**config.mk**
```make
export PLATFORM = sky130hd
export DESIGN_NAME = rcv_fifo_buffer
export DESIGN_NICKNAME = d
export VERILOG_FILES = /design/src/rtl/rcv_fifo_pkg.sv /design/src/rtl/rcv_fifo_ptr.sv /design/src/rtl/rcv_fifo_buffer.sv
export SDC_FILE = /design/constraint.sdc
export NUM_CORES = 1
export LEC_CHECK = 0
export CORE_MARGIN = 3
export CORE_UTILIZATION = 45
export DETAILED_ROUTE_END_ITERATION = 8
export PLACE_DENSITY = 0.78
export REMOVE_ABC_BUFFERS = 1
export SYNTH_ARGS = -nofsm -noshare
export SYNTH_HDL_FRONTEND = slang
export SYNTH_SLANG_ARGS = --single-unit
```
**constraint.sdc**
```tcl
create_clock -name clk -period 5.1 [get_ports clk]
set_input_delay 1.02 -clock clk [delete_from_list [all_inputs] [get_ports clk]]
set_output_delay 1.02 -clock clk [all_outputs]
set_load 0.02 [all_outputs]
```
**src/rtl/rcv_fifo_pkg.sv**
```systemverilog
// Shared types and constants for the 3-row USB receive FIFO.
// Row pointers run 0..2 and carry a wrap toggle for full/empty disambiguation.
package rcv_fifo_pkg;

  localparam int FIFO_ROWS = 3;
  localparam int PTR_W     = 2;
  localparam logic [PTR_W-1:0] PTR_MAX = 2'd2;

  typedef struct packed {
    logic             tog;
    logic [PTR_W-1:0] ptr;
  } fifo_ptr_t;

  function automatic logic [PTR_W-1:0] ptr_next(input logic [PTR_W-1:0] p);
    return (p == PTR_MAX) ? '0 : p + 1'b1;
  endfunction

endpackage

```
**src/rtl/rcv_fifo_ptr.sv**
```systemverilog
// Row counter 0->1->2->0 with a toggle that flips on each wrap.
// Used for both the head (read) and tail (write) side of the FIFO.
module rcv_fifo_ptr
  import rcv_fifo_pkg::*;
(
  input  logic      clk,
  input  logic      n_rst,
  input  logic      step,
  input  logic      clr,
  output fifo_ptr_t value
);

  always_ff @(posedge clk or negedge n_rst) begin
    if (!n_rst) begin
      value <= '0;
    end else if (clr) begin
      value <= '0;
    end else if (step) begin
      value.ptr <= ptr_next(value.ptr);
      if (value.ptr == PTR_MAX) value.tog <= ~value.tog;
    end
  end

  // Row index 3 has no storage behind it and must never be reached.
  ptr_in_range: assert property (@(posedge clk) disable iff (!n_rst) value.ptr != 2'd3);

endmodule

```
**src/rtl/rcv_fifo_buffer.sv**
```systemverilog
// 3-row receive FIFO between the USB RX byte stage and the AHB packet reader.
// Registered read data, pointer+toggle full/empty, sticky overflow/underflow flags.
module rcv_fifo_buffer
  import rcv_fifo_pkg::*;
#(
  parameter int DATA_W = 8
) (
  input  logic              clk,
  input  logic              n_rst,
  input  logic              wr_en,
  input  logic [DATA_W-1:0] wr_data,
  input  logic              rd_en,
  input  logic              flush,
  input  logic              err_clr,
  output logic [DATA_W-1:0] rd_data,
  output logic              rd_valid,
  output logic              full,
  output logic              empty,
  output logic [1:0]        count,
  output logic              overflow_err,
  output logic              underflow_err
);

  fifo_ptr_t         head_q;
  fifo_ptr_t         tail_q;
  logic [DATA_W-1:0] mem [FIFO_ROWS];
  logic              push_ok;
  logic              pop_ok;
  logic [2:0]        count_w;

  // Status is derived from registered pointers only, so a pop never frees a slot
  // for a push in the same cycle.
  assign empty   = (head_q.ptr == tail_q.ptr) && (head_q.tog == tail_q.tog);
  assign full    = (head_q.ptr == tail_q.ptr) && (head_q.tog != tail_q.tog);
  assign push_ok = wr_en && !full && !flush;
  assign pop_ok  = rd_en && !empty && !flush;

  always_comb begin
    count_w = {1'b0, tail_q.ptr} - {1'b0, head_q.ptr};
    if (head_q.tog != tail_q.tog) count_w = count_w + 3'(FIFO_ROWS);
  end
  assign count = count_w[1:0];

  rcv_fifo_ptr u_tail (
    .clk   (clk),
    .n_rst (n_rst),
    .step  (push_ok),
    .clr   (flush),
    .value (tail_q)
  );

  rcv_fifo_ptr u_head (
    .clk   (clk),
    .n_rst (n_rst),
    .step  (pop_ok),
    .clr   (flush),
    .value (head_q)
  );

  always_ff @(posedge clk) begin
    if (push_ok) mem[tail_q.ptr] <= wr_data;
  end

  // Read stage: rd_data holds its last popped row until the next pop.
  always_ff @(posedge clk or negedge n_rst) begin
    if (!n_rst) begin
      rd_data  <= '0;
      rd_valid <= 1'b0;
    end else begin
      rd_valid <= pop_ok;
      if (pop_ok) rd_data <= mem[head_q.ptr];
    end
  end

  always_ff @(posedge clk or negedge n_rst) begin
    if (!n_rst) begin
      overflow_err  <= 1'b0;
      underflow_err <= 1'b0;
    end else if (flush) begin
      overflow_err  <= 1'b0;
      underflow_err <= 1'b0;
    end else begin
      overflow_err  <= (wr_en && full)  || (overflow_err  && !err_clr);
      underflow_err <= (rd_en && empty) || (underflow_err && !err_clr);
    end
  end

endmodule

```
---- Yosys cells after proc, flatten, opt, wreduce, memory -nomap -nowiden ----
Memories as Yosys holds them, arrays and structs flattened. A register that Yosys moved wholly into a read port is not among the register bits.
Index checks and enable logic that the tools add are counted.
storage, ports and cells
  bits of input ports ..................... 14
  flip-flop bits (word level) ............. 9
  memories ................................ 1
  RAM bits ................................ 24
  word-level logic and storage cells ...... 55
memory list
  memory  words  width  rd ports  clocked after Yosys merged registers in  wr ports  RTL line               RTL
  mem     3      8      1         1                                        1         rcv_fifo_buffer.sv:26  logic [DATA_W-1:0] mem [FIFO_ROWS];
operators by class
  eq/ne operators ......................... 5
  bitwise gates (word level) .............. 2
  mux-type cells .......................... 13
  add/sub/neg operators ................... 4
  reduce and logical (&&, ||, !) cells .... 23
operators by type and width
  cell                 number
  $mux 3               4
  $logic_and 1x1->1    10
  $reduce_bool 2->1    4
  $mux 1               6
  $mux 2               3
  $logic_not 1->1      5
  $add 2x1->2 const B  2
  $eq 2x2->1 const B   2
  $reduce_and 2->1     2
  $add 2x2->2 const B  1
  $eq 2x2->1           1
  $logic_or 1x1->1     2
  $not 1->1            2
  $sub 2x2->2          1
  $eq 1x1->1           1
  $ne 1x1->1           1

---- Longest topological paths before layout ----
Gate-level depths: netlist of the first run.
  word-level depth ........................ 7
  mapped depth ............................ 8

---- Modules after synthesis ----
A second synthesis of the first run with hierarchy kept.
second synthesis, totals
  cell total of the unflattened synthesis .. 121
  area, all modules ....................... 1,730.4 µm²
modules (own cells, without submodules)
  module           area each (µm²)  sequential area each (µm²)  cells each  times used
  rcv_fifo_buffer  1,437.6          996.0                       95          1
  rcv_fifo_ptr     146.4            75.1                        13          2

---- Worst setup path after synthesis of the first run ----
Ideal clock, no wire load.
  kind .................................... register -> output
  start point ............................. register u_tail.value[0] in the netlist's numbering
  end point ............................... output port empty
  arrival time ............................ 1.538 ns
  setup slack ............................. 2.542 ns
  buffers on the path ..................... 1
  required time ........................... 4.080 ns
  cell stages (with the launch flop) ...... 6
  cells stage by stage .................... dfrtp_1 -> inv_1 -> ha_1 -> buf_4 -> inv_1 -> nor3_1
on the way
  cells in the longest elaborated chain, start to end .. 2
RTL lines
  item               RTL line               RTL
  from (decl)        rcv_fifo_ptr.sv:10     output fifo_ptr_t value
  $eq 2x2->1         rcv_fifo_buffer.sv:33  assign empty = (head_q.ptr == tail_q.ptr) && (head_q.tog == tail_q.tog);
  $logic_and 1x1->1  rcv_fifo_buffer.sv:33
  to (decl)          rcv_fifo_buffer.sv:18  output logic empty,
No other way between the ends.

---- Worst setup path in the final report of the first run ----
  start point ............................. register u_head.value[0] in the netlist's numbering
  end point ............................... output port empty
on the way
  cells in the longest elaborated chain, start to end .. 2
RTL lines
  item               RTL line
  from (decl)        rcv_fifo_ptr.sv:10
  $eq 2x2->1         rcv_fifo_buffer.sv:33
  $logic_and 1x1->1  rcv_fifo_buffer.sv:33
No other way between the ends.

==> results.tsv, run 1 <==
stage	metric	value	unit
outcome	outcome	complete, no violations	
sta	worst slew pin tran	959	ps
synth	register area share after synthesis	62.2	%
sta	Final Hold Viols	0	
worst_setup_path	flop-to-flop setup slack	2730	ps
routing	drt wl/cell	14.9	um
pwr	worst ir drop on vdd	0.000282	V
placement	Placed Instance Area	2160	um2
worst_setup_path	Worst R2R End	rd_data[5]$_DFFE_PN0P_	
die	Rows	22	
sta	final count of negative-setup-slack endpoints	0	
final_layout	final instance area	2240	um2
routing	1st-iter DRT viols	83	
synth	Syn Area/Cell	12.0	um2
grt	initial antenna violation count	0	
final_layout	# diodes	0	
worst_setup_path	kind of critical path	reg -> out	
die	die area	4900	um2
worst_setup_path	cell depth of the worst flop-to-flop path	4	
grt	vias in the first global route	1225	
grt	first-pass GRT wire length	5840	um
sta	Fin Hold WS	484	ps
sta	Rel. slew slack	36.1	%
final_layout	Final nets	198	
worst_setup_path	CP Cell Sequence	ha_1, inv_1, nor3_1, clkdlybuf4s50_1	
cts	CTS tree	yes	
worst_setup_path	cell family with most CP delay	buffers and inverters	
worst_setup_path	Req. time, crit path	4080	ps
cts	hold-fix buffers at CTS	0	
sta	min Tclk post-route	3730	ps
routing	vias per cell	5.40	
routing	drt drc	0	
placement	GP Congestion	0.836	
worst_setup_path	CP Launch Type	flip-flop	
routing	drt first pass iters	4	
cts	clock sink count	41	
sta	Setup Total Neg Slack	0	ps
die	die width	70.0	um
cts	H-tree Lvls	2	
min_path	Hold Startpoint	rd_data[7]$_DFFE_PN0P_	
synth	Post-Synthesis Cell Area	1840	um2
cts	clk_lat worst skew	280	ps
cts	Bufs on Longest Clock Path	2	
grt	grt ovf	0	
cts	post-CTS setup buffers	0	
cts	TritonCTS Buffers	5	
synth	cells after synthesis	154	
sta	period utilization	73.1	%
die	Starting Density	48.5	%
routing	via count	1252	
sta	Slew Limit Fails	0	
cts	root buffer cell	clkbuf_8	
routing	Post-Route WL	3470	um
min_path	Worst Hold Endpoint	rd_data[7]$_DFFE_PN0P_	
grt	Global Route Usage Sum	15.1	%
pwr	leakage	0.832	nW
placement	Final HPWL DP	2430	um
worst_setup_path	Slowest cell on crit path	clkdlybuf4s50_1	
sta	PnR worst setup slack	1370	ps
min_path	class of the worst hold path	reg -> reg	
routing	ANT nets after route	0	
final_layout	number of fill cells	325	
synth	Synth top area share	39.1	%
final_layout	area delta synth->final	21.4	%
synth	library cells used by synthesis	38	
worst_setup_path	Worst R2R Start	u_head.value[0]$_DFFE_PN0P_	
worst_setup_path	max incr delay on CP	680	ps
cts	Clock Pin Slew Worst Setup and Hold Paths	70	ps
worst_setup_path	Setup crit end kind	primary output	
synth	synth top area cells	edfxtp_1, dfrtp_1, mux2i_1, a21oi_1, nor2_1	
placement	worst slack at placement	1700	ps
worst_setup_path	worst path bufs/invs	2	
synth	YS warnings	0	
min_path	Hold Path Cell Cnt	2	
sta	RSZ-0062 raised after global routing	false	
die	area of the core	3800	um2
synth	post-synth top area cell	edfxtp_1	
flow_run	max-cap viol count	0	
placement	PortBufs	28	
die	I/O pin count	29	
worst_setup_path	crit-path max FO	14	
cts	post-CTS sizing	0	
synth	Yosys reg bits	41	
die	die height	70.0	um
grt	largest net degree at the start of global routing	32	
final_layout	share of layout cells above drive strength 1	8.15	%
pwr	Power Density	428	nW/um2
worst_setup_path	Critical Path AT	2710	ps
sta	clk_skew	6.95	ps
sta	Fmax	268	MHz
sequential cells by signal, indices dropped and copies added, names as in the netlist:
signal,cells
u_head.value,3
mem,24
u_tail.value,3
rd_data,8
underflow_err,1
overflow_err,1
rd_valid,1
per-stage QoR:
| step | utilization, % | cells | total power, mW |
|---|---|---|---|
| floorplan | - | 145 | 0.629 |
| global placement | 56.8 | 224 | 0.763 |
| detailed placement | 56.8 | 224 | 0.774 |
| CTS | 58.9 | 232 | 0.970 |
| global route | 58.9 | 232 | 1.02 |
| finish | 58.9 | 232 | 0.958 |
power breakdown:
group / leakage, nW / switching [mW] / internal [mW] / total [mW]
logic: 0.350 / 0.171 / 0.153 / 0.324
clock network: 0.0399 / 0.0980 / 0.0952 / 0.193
registers: 0.442 / 0.0449 / 0.396 / 0.441
total: 0.832 / 0.313 / 0.644 / 0.958
per-layer routing:
metal | vias to the layer above | routed length [um] | global-route usage, %
met2 | 41 | 1750 | 24.2
met5 | - | 0 | 0
li1 | 611 | - | -
met4 | 0 | 24 | 3.83
met1 | 596 | 1530 | 20.1
met3 | 4 | 160 | 4.46
worst min-delay path, cell delays in order, from the launching register on:
cell	delay, ps
dfrtp_1	340
nand2_1	50
o21ai_1	60
cell type report:
type / count / area (um2) / area share [%]
clock buffer: 7 / 76.3 / 3.41
multi-input combinational: 100 / 632 / 28.3
inverter: 4 / 15.0 / 0.672
clock inverter: 1 / 3.75 / 0.168
sequential: 41 / 1150 / 51.3
tap: 48 / 60.1 / 2.69
timing repair buffer: 31 / 303 / 13.5
cell usage in the layout (no fill, tap or decap), types with 3 or more instances in the layout:
cell type	count
a21oi_1	13
a31oi_1	4
buf_4	3
clkbuf_8	5
clkdlybuf4s50_1	28
dfrtp_1	17
edfxtp_1	24
inv_1	4
mux2i_1	8
nand2_1	15
nor2_1	17
nor2b_1	4
o21ai_0	8
o21ai_1	4
cells in the mapped netlist (all sizes together):
master  instances
o41ai           1
edfxtp         24
a21boi          1
xnor2           2
nand4b          1
mux2i           8
xor2            3
nor2b           4
nor3b           1
nor4            2
a211oi          1
o21ai          12
nand2b          1
o211ai          1
buf             5
nand2          15
a31oi           4
a21oi          14
o31ai           1
a311o           1
nor2           18
dfrtp          17
a32oi           1
nand4           1
nor3            2
clkbuf          4
ha              1
or3             1
nand3           2
inv             4
and2            1
cell families (layout without fill, tap and decap cells):
group                      after synthesis  after routing  share of synthesized area [%]
DFF                                     41             41                           62.2
adders and majority gates                1              1                          0.679
and+or+nand+nor                         49             49                           13.0
xor gates and xnor gates                 5              5                           3.81
buffers and inverters                   13             43                           3.46
AOI/OAI and AO/OA                       37             37                           12.5
muxes                                    8              8                           4.35
worst max path at each step:
stage | start | end | depth (start not counted)
after global placement | u_head.value[1]$_DFFE_PN0P_ | count[1] | 4
after global routing | u_head.value[1]$_DFFE_PN0P_ | count[1] | 4
after detailed placement | u_head.value[0]$_DFFE_PN0P_ | empty | 4
after floorplan | u_head.value[0]$_DFFE_PN0P_ | empty | 3
final | u_head.value[0]$_DFFE_PN0P_ | empty | 4
after CTS | u_head.value[0]$_DFFE_PN0P_ | empty | 4
No activity file was read; power rests on OpenSTA's default activity.
==> inputs of run 2 (changes only) <==
Clock period 5.1 ns to 3.5 ns, I/O delays scaled along.
==> run 2 against run 1 <==
Global-route usage grew 0.84 points. Clock skew shrank 1.2 ps. Critical path depth grew 1. Routed wire length grew 0.89%. Sequential cell count is the same. Die area is the same. Register-to-register slack lost 1400 ps. Sequential share of layout area shrank 1.0 points. Count of clock-buffer cells in the layout shrank 2. Power grew 56%. Sequential power grew 39%. Worst hold slack gained 1.2 ps. Largest cell class unchanged.
==> results.tsv, run 2 (synthesized netlist as in run 1, its figures left out) <==
stage	metric	value	unit	change
routing	ANT nets after route	0		unchanged
worst_setup_path	CP Cell Sequence	inv_1, ha_1, inv_1, nor3_1, clkdlybuf4s50_1		was ha_1, inv_1, nor3_1, clkdlybuf4s50_1
worst_setup_path	Worst R2R Start	u_tail.value[0]$_DFFE_PN0P_		was u_head.value[0]$_DFFE_PN0P_
final_layout	Cell Count, Final, Fillers Out	234		was 232
final_layout	share of layout cells above drive strength 1	10.2	%	was 8.15%
sta	RSZ-0062 raised after global routing	false		unchanged
worst_setup_path	flop-to-flop setup slack	1330	ps	was 2730 ps
placement	GP Congestion	0.798		was 0.836
final_layout	Util after Layout	60.0	%	was 58.9%
routing	drt first pass iters	4		unchanged
final_layout	# diodes	0		unchanged
grt	initial antenna violation count	0		unchanged
worst_setup_path	CP startpoint	u_tail.value[0]$_DFFE_PN0P_		was u_head.value[0]$_DFFE_PN0P_
cts	root buffer cell	clkbuf_8		unchanged
final_layout	Largest Register	mem		unchanged
die	area of the core	3800	um2	unchanged
routing	drt drc	0		unchanged
placement	PortBufs	28		unchanged
die	die height	70.0	um	unchanged
cts	post-CTS setup buffers	0		unchanged
final_layout	number of fill cells	315		was 325
worst_setup_path	cell depth of the worst flop-to-flop path	5		was 4
placement	placed cell count	226		was 224
cts	Clock Pin Slew Worst Setup and Hold Paths	70	ps	about the same
flow_run	max-cap viol count	0		unchanged
cts	clk_lat worst skew	290	ps	was 280 ps
worst_setup_path	cell family with most CP delay	buffers and inverters		unchanged
final_layout	most frequent cells in the layout	clkdlybuf4s50_1, edfxtp_1, nor2_1, dfrtp_1, nand2_1		unchanged
worst_setup_path	crit-path max FO	9		was 14
cts	TritonCTS Buffers	5		unchanged
routing	1st-iter DRT viols	64		was 83
sta	Final Hold Viols	0		unchanged
grt	Global Route Usage Sum	15.9	%	was 15.1%
outcome	outcome	complete, no violations		unchanged
routing	Post-Route WL	3500	um	was 3470 um
placement	worst slack at placement	697	ps	was 1700 ps
min_path	Hold Path Cell Cnt	2		unchanged
sta	Setup Total Neg Slack	0	ps	unchanged
sta	Fmax	320	MHz	
routing	drt wl/cell	14.9	um	about the same
pwr	leakage	0.854	nW	was 0.832 nW
routing	vias per cell	5.42		was 5.40
final_layout	largest registers	mem: 24 flops, rd_data: 8 flops		unchanged
die	Rows	22		unchanged
pwr	worst ir drop on vdd	0.000278	V	was 0.000282 V
worst_setup_path	CP Launch Type	flip-flop		unchanged
worst_setup_path	max incr delay on CP	660	ps	was 680 ps
cts	CTS tree	yes		unchanged
sta	Rel. slew slack	48.6	%	was 36.1%
sta	clk_skew	5.77	ps	was 6.95 ps
sta	worst slew pin tran	769	ps	was 959 ps
worst_setup_path	Setup crit end kind	primary output		unchanged
die	Starting Density	48.5	%	unchanged
cts	post-CTS sizing	0		unchanged
final_layout	Final nets	200		was 198
cts	hold-fix buffers at CTS	0		unchanged
worst_setup_path	worst path bufs/invs	3		was 2
placement	Final HPWL DP	2380	um	was 2430 um
worst_setup_path	Req. time, crit path	2800	ps	was 4080 ps
worst_setup_path	kind of critical path	reg -> out		unchanged
sta	period utilization	89.2	%	
sta	Slew Limit Fails	0		unchanged
sta	Fin Hold WS	486	ps	was 484 ps
min_path	class of the worst hold path	reg -> reg		unchanged
die	die width	70.0	um	unchanged
die	die area	4900	um2	unchanged
final_layout	max reg flops	24		unchanged
sta	min Tclk post-route	3120	ps	
min_path	Worst Hold Endpoint	rd_data[3]$_DFFE_PN0P_		was rd_data[7]$_DFFE_PN0P_
worst_setup_path	Critical Path AT	2420	ps	was 2710 ps
worst_setup_path	most used cell, CP	inv_1		
final_layout	commonest non-fill, non-tap cell in the layout	clkdlybuf4s50_1		unchanged
cts	clock sink count	41		unchanged
min_path	Hold Startpoint	rd_data[3]$_DFFE_PN0P_		was rd_data[7]$_DFFE_PN0P_
cts	H-tree Lvls	2		unchanged
sta	final count of negative-setup-slack endpoints	0		unchanged
worst_setup_path	Slowest cell on crit path	clkdlybuf4s50_1		unchanged
pwr	Power Density	656	nW/um2	was 428 nW/um2
die	I/O pin count	29		unchanged
grt	first-pass GRT wire length	6090	um	was 5840 um
sta	PnR worst setup slack	379	ps	was 1370 ps
grt	vias in the first global route	1268		was 1,225
routing	via count	1269		was 1,252
grt	largest net degree at the start of global routing	31		was 32
worst_setup_path	Worst R2R End	rd_data[1]$_DFFE_PN0P_		was rd_data[5]$_DFFE_PN0P_
cts	Bufs on Longest Clock Path	2		unchanged
grt	grt ovf	0		unchanged
final_layout	area delta synth->final	23.8	%	was 21.4%
-- run 2: where the power goes --
group / leakage [nW] / internal [mW] / total, mW / switching, mW
clock network: 0.0518 / 0.210 / 0.370 / 0.160
logic: 0.361 / 0.230 / 0.512 / 0.283
registers: 0.442 / 0.578 / 0.615 / 0.0374
-- run 2: worst max-delay path by stage --
stage | end | depth (start not counted)
detailed placement | empty | 5
CTS | empty | 5
global route | empty | 5
floorplan | empty | 3
global placement | empty | 5
finish | empty | 5
-- run 2: per-stage QoR --
stage                     cell area, um2  total power, mW
final                               2280             1.50
after global routing                2280             1.59
after floorplan                     1790            0.917
after detailed placement            2170             1.14
after global placement              2170             1.13
after CTS                           2280             1.51
-- run 2: area by class of cell --
class	count	area [um2]	share of cell area [%]
Clock buffer	5	68.8	3.02
Sequential cell	41	1150	50.2
Multi-Input combinational cell	100	632	27.7
Clock inverter	3	41.3	1.81
Timing Repair Buffer	33	318	13.9
Tap cell	48	60.1	2.63
Inverter	4	15.0	0.658
-- run 2: routing by layer --
| metal | global-route usage [%] | up-vias | wire (um) |
|---|---|---|---|
| met1 | 20.4 | 616 | 1500 |
| li1 | - | 611 | - |
| met5 | 0 | - | 0 |
| met3 | 4.46 | 8 | 178 |
| met2 | 25.7 | 34 | 1760 |
| met4 | 5.96 | 0 | 61 |
-- run 2: tightest hold or removal path, delay by kind of cell (launching register included) --
family	cells	cell delay [ps]
compound gates	1	60
simple gates	1	50
flops	1	340
